File: src/rtl/imem_program_loader.sv
// imem_program_loader: receives a framed byte stream (16-bit word count, then
// little-endian 32-bit instruction words), writes the words into instruction
// memory from address 0 upward, and holds the core in reset until loading ends.
module imem_program_loader #(
  parameter int ADDR_WIDTH = 6
) (
  input  logic                  clk,
  input  logic                  reset,
  input  logic                  start,
  input  logic [7:0]            in_data,
  input  logic                  in_valid,
  output logic                  in_ready,
  output logic                  imem_we,
  output logic [ADDR_WIDTH-1:0] imem_addr,
  output logic [31:0]           imem_wdata,
  output logic                  cpu_hold,
  output logic                  load_done,
  output logic                  load_error
);

  localparam int unsigned DEPTH = 2 ** ADDR_WIDTH;

  typedef enum logic [2:0] {
    S_CNT_LO,
    S_CNT_HI,
    S_BYTES,
    S_WRITE,
    S_DONE,
    S_ERROR
  } state_t;

  state_t                state_q,  state_d;
  logic [7:0]            n_lo_q,   n_lo_d;
  logic [ADDR_WIDTH-1:0] last_q,   last_d;   // word index of the final word (N-1)
  logic [ADDR_WIDTH-1:0] word_q,   word_d;
  logic [1:0]            byte_q,   byte_d;
  logic [23:0]           lanes_q,  lanes_d;  // first three bytes of the word in progress
  logic [ADDR_WIDTH-1:0] addr_q,   addr_d;
  logic [31:0]           wdata_q,  wdata_d;

  logic        accept;
  logic [15:0] n_full;

  assign accept     = in_valid & in_ready;
  assign n_full     = {in_data, n_lo_q};
  assign imem_addr  = addr_q;
  assign imem_wdata = wdata_q;

  // Next-state, datapath updates and state-decoded outputs.
  always_comb begin
    state_d    = state_q;
    n_lo_d     = n_lo_q;
    last_d     = last_q;
    word_d     = word_q;
    byte_d     = byte_q;
    lanes_d    = lanes_q;
    addr_d     = addr_q;
    wdata_d    = wdata_q;
    in_ready   = 1'b0;
    imem_we    = 1'b0;
    cpu_hold   = 1'b1;
    load_done  = 1'b0;
    load_error = 1'b0;

    case (state_q)
      S_CNT_LO: begin
        in_ready = 1'b1;
        if (accept) begin
          n_lo_d  = in_data;
          state_d = S_CNT_HI;
        end
      end

      S_CNT_HI: begin
        in_ready = 1'b1;
        if (accept) begin
          if (n_full == 16'd0) begin
            state_d = S_DONE;
          end else if ({1'b0, n_full} > 17'(DEPTH)) begin
            state_d = S_ERROR;
          end else begin
            // N == DEPTH truncates to all-ones, i.e. the last address, so no wrap.
            last_d  = ADDR_WIDTH'(n_full - 16'd1);
            word_d  = '0;
            byte_d  = 2'd0;
            state_d = S_BYTES;
          end
        end
      end

      S_BYTES: begin
        in_ready = 1'b1;
        if (accept) begin
          byte_d = byte_q + 2'd1;
          case (byte_q)
            2'd0: lanes_d[7:0]   = in_data;
            2'd1: lanes_d[15:8]  = in_data;
            2'd2: lanes_d[23:16] = in_data;
            default: begin
              wdata_d = {in_data, lanes_q};
              addr_d  = word_q;
              state_d = S_WRITE;
            end
          endcase
        end
      end

      S_WRITE: begin
        imem_we = 1'b1;
        if (word_q == last_q) begin
          state_d = S_DONE;
        end else begin
          word_d  = word_q + ADDR_WIDTH'(1);
          state_d = S_BYTES;
        end
      end

      S_DONE: begin
        cpu_hold  = 1'b0;
        load_done = 1'b1;
        if (start) state_d = S_CNT_LO;
      end

      S_ERROR: begin
        load_error = 1'b1;
        if (start) state_d = S_CNT_LO;
      end

      default: state_d = S_CNT_LO;
    endcase
  end

  // State and datapath registers; reset discards any partial frame.
  always_ff @(posedge clk) begin
    if (reset) begin
      state_q <= S_CNT_LO;
      n_lo_q  <= '0;
      last_q  <= '0;
      word_q  <= '0;
      byte_q  <= '0;
      lanes_q <= '0;
      addr_q  <= '0;
      wdata_q <= '0;
    end else begin
      state_q <= state_d;
      n_lo_q  <= n_lo_d;
      last_q  <= last_d;
      word_q  <= word_d;
      byte_q  <= byte_d;
      lanes_q <= lanes_d;
      addr_q  <= addr_d;
      wdata_q <= wdata_d;
    end
  end

endmodule

File: config.mk
export PLATFORM = sky130hd
export DESIGN_NAME = imem_program_loader
export DESIGN_NICKNAME = d
export VERILOG_FILES = /design/src/rtl/imem_program_loader.sv
export SDC_FILE = /design/constraint.sdc
export NUM_CORES = 1
export LEC_CHECK = 0
export BUFFER_PORTS_ARGS = -buffer_cell sky130_fd_sc_hd__buf_2
export CORE_MARGIN = 10
export CORE_UTILIZATION = 55
export DETAILED_ROUTE_END_ITERATION = 10
export GPL_TIMING_DRIVEN = 1
export HOLD_SLACK_MARGIN = 0.1
export PLACE_DENSITY = 0.86
export SYNTH_ARGS = -nofsm -noshare
export SYNTH_HDL_FRONTEND = slang
export SYNTH_SLANG_ARGS = --single-unit
File: constraint.sdc
create_clock -name clk -period 5.05 [get_ports clk]
set_input_delay 0.505 -clock clk [delete_from_list [all_inputs] [get_ports clk]]
set_output_delay 0.505 -clock clk [all_outputs]
set_load 0.02 [all_outputs]
==> reports/results.tsv <==
stage	metric	value	unit
min_path	worst hold path class	in -> reg	
setup_path	Worst Path Arrival	2810	ps
synthesis	Avg Inst Size Synth	8.009	sq um
setup_path	crit path launch type	flop	
layout	Fillers	545	
synthesis	Post-synth EDFFs	0	
clock_network	CTS tree	yes	
synthesis	syn_nets	470	
global_route	pin count of the biggest net entering global routing	54	
synthesis	most numerous cell in the Yosys netlist	nand2_1	
layout	final core utilization	64.20	%
routing	final antenna-violating net count	0	
clock_network	post_cts resized	0	
setup_path	Worst Path Required	5230	ps
timing	Final Critical Period	2627	ps
global_route	total track usage	16.22	%
timing	hold slack	364.6	ps
routing	Vias/cell	5.540	
setup_path	CP Capture Type	flop	
timing	fin crit share	52.02	%
clock_network	Num CTS Buffers	9	
setup_path	crit-path cells	inv_1 > nor4b_2 > buf_4 > nand2_1 > nand2_1 > a21oi_1	
clock_network	Setup Fix Bufs, Post-CTS	0	
timing	Final Skew	6.701	ps
synthesis	synth top area cells	dfxtp_1 (48%), nand2_1 (14%), a21oi_1 (11%)	
setup_path	Critical-path top delay cell	nand2_1	
setup_path	Crit path max-delay family	simple AND/OR/NAND/NOR gates	
floorplan	Core ar.	6350	sq um
clock_network	clk buf depth	2	
layout	Nets	509	
synthesis	FF+latch count, synth	87	
pwr	Pwr per Cell Area	311.6	nW/um^2
routing	final WL	8285	microns
timing	RSZ-0062 raised after global routing	no	
routing	DRT iter0 DRCs	316	
pwr	P_leak	1.506	nW
clock_network	Clock Sinks	87	
synthesis	YS warnings	0	
timing	Final Hold Viols	0	
synthesis	Synth area leader	dfxtp_1	
timing	Fmax achieved	380.7	MHz
floorplan	Die W	101.0	microns
setup_path	crit path kind	reg -> reg	
layout	Diodes inserted	0	
layout	layout cells sized above 1	15.62	%
synthesis	post-synthesis async set-or-reset flop share	0	%
setup_path	Critical Path Fanout Max	38	
synthesis	post-synth top area share	48.22	%
timing	Sum Neg Setup Slack	0	ps
placed_design	dpl hpwl	5747	microns
global_route	number of global-route vias before repair	2961	
routing	routed length per placed instance	14.54	microns
routing	DR DRC count	0	
timing	Slew HR	20.71	%
timing	Setup violations, final	0	
run	max-cap violation count	0	
timing	PnR worst setup slack	2423	ps
floorplan	Ports	55	
global_route	first-pass GRT wire length	13670	microns
synthesis	library cells used by synthesis	36	
global_route	antenna violations before repair	0	
timing	Pins Over Slew Limit	0	
clock_network	clk slew on worst S/H paths	80	ps
setup_path	Bufs and invs on worst path	2	
outcome	status	finished, final reports clean	
timing	Least-Margin Pin Slew	1186	ps
pwr	Power Total	1.270	mW
pwr	maximum VDD drop	168.5	uV
synthesis	cells after synthesis	451	
setup_path	Slowest Stage Delay on Critical Path	740	ps
global_route	grt ovf	0	
layout	layout overhead on the synthesized area	12.85	%
floorplan	Starting Density	56.89	%
clock_network	hold_buf cts	0	
clock_network	CTS H-tree depth	3	
placed_design	port buffer count	54	
synthesis	Synth Flop Type	dfxtp_1	
synthesis	Post-synth top cells	nand2_1 (130), dfxtp_1 (87), a21oi_1 (79), nand3_1 (31), clkbuf_1 (22)	
setup_path	cell mode on critical path	nand2_1	
routing	router iterations before antenna repair	4	
routing	via count	3158	
synthesis	Mapped Area	3612	sq um
clock_network	Clk Latency, worst-skew pair	350	ps
synthesis	post-synthesis sequential area ratio	48.22	%
placed_design	routability cong.	0.8999	
floorplan	die area	10210	sq um
placed_design	pre-CTS WS	2440	ps
floorplan	overall die height	101.0	microns
floorplan	Cell Rows	29	
clock_network	Clock Tree Root	clkbuf_8	
[through the flow]
| step | cells | cell area (sq um) |
|---|---|---|
| floorplan | 451 | 3612 |
| global placement | 556 | 3884 |
| detailed placement | 556 | 3884 |
| CTS | 570 | 4070 |
| global route | 570 | 4076 |
| finish | 570 | 4076 |
[area by class of cell]
cell class | count | area (sq um) | share of cell area, %
Timing Repair Buffer | 57 | 292.8 | 7.182
Clock inverter | 3 | 45.04 | 1.105
Inverter | 10 | 37.54 | 0.9208
Tap cell | 77 | 96.34 | 2.363
Sequential cell | 87 | 1742 | 42.73
Clock buffer | 11 | 141.4 | 3.468
Multi-Input combinational cell | 325 | 1722 | 42.23
[cells in the final DEF (no fill, tap or decap), types with 3 or more instances in the layout]
cell type	netlist	routed
mux2i_1	9	9
nand2_1	130	130
or4_1	6	6
xnor2_1	7	7
o31ai_1	6	6
dfxtp_1	87	87
clkbuf_8	0	10
ha_1	7	7
buf_4	0	3
inv_1	10	10
a21oi_1	79	79
nor3_1	3	3
buf_2	6	54
nor2_1	14	14
nand4_1	3	3
xor2_1	4	4
nand3_1	31	31
and3_1	3	3
[final timing paths]
path                 start             to  slack [ps]  depth (start not counted)
max             state_q[1]   imem_addr[5]        2420                          6
min                  start     state_q[2]         360                          2
max reg2reg     state_q[1]   imem_addr[5]        2420                          6
min reg2reg  imem_wdata[5]  imem_wdata[5]         450                          2
[state kept, by name, summed over array words and instances (netlist names)]
name and flops:
n_lo_q 8, imem_wdata 32, imem_addr 6, state_q 3, word_q 6, lanes_q 24, last_q 6, byte_q 2
[kinds of logic (layout without fill, tap and decap cells)]
family          count (synthesis)  count (layout)  synth area share, %
simple gates                  203             203                24.87
compound gates                 95              95                14.86
flops                          87              87                48.22
buf+inv                        39              81                4.468
xor+xnor                       11              11                2.667
mux                             9               9                2.494
fa+ha+maj                       7               7                2.425
[per-layer routing]
layer | wire length (microns) | track usage [%]
met5 | 0 | 0
met4 | 113 | 7.610
met3 | 612 | 4.458
met2 | 4058 | 26.46
met1 | 3501 | 19.23
[where the power goes]
part,internal (mW),switching [mW],total [mW]
Sequential,0.692,0.0131,0.705
Clock,0.237,0.233,0.471
Combinational,0.0334,0.0610,0.0944
Total,0.963,0.308,1.27
(Power assumes the default switching activity.)
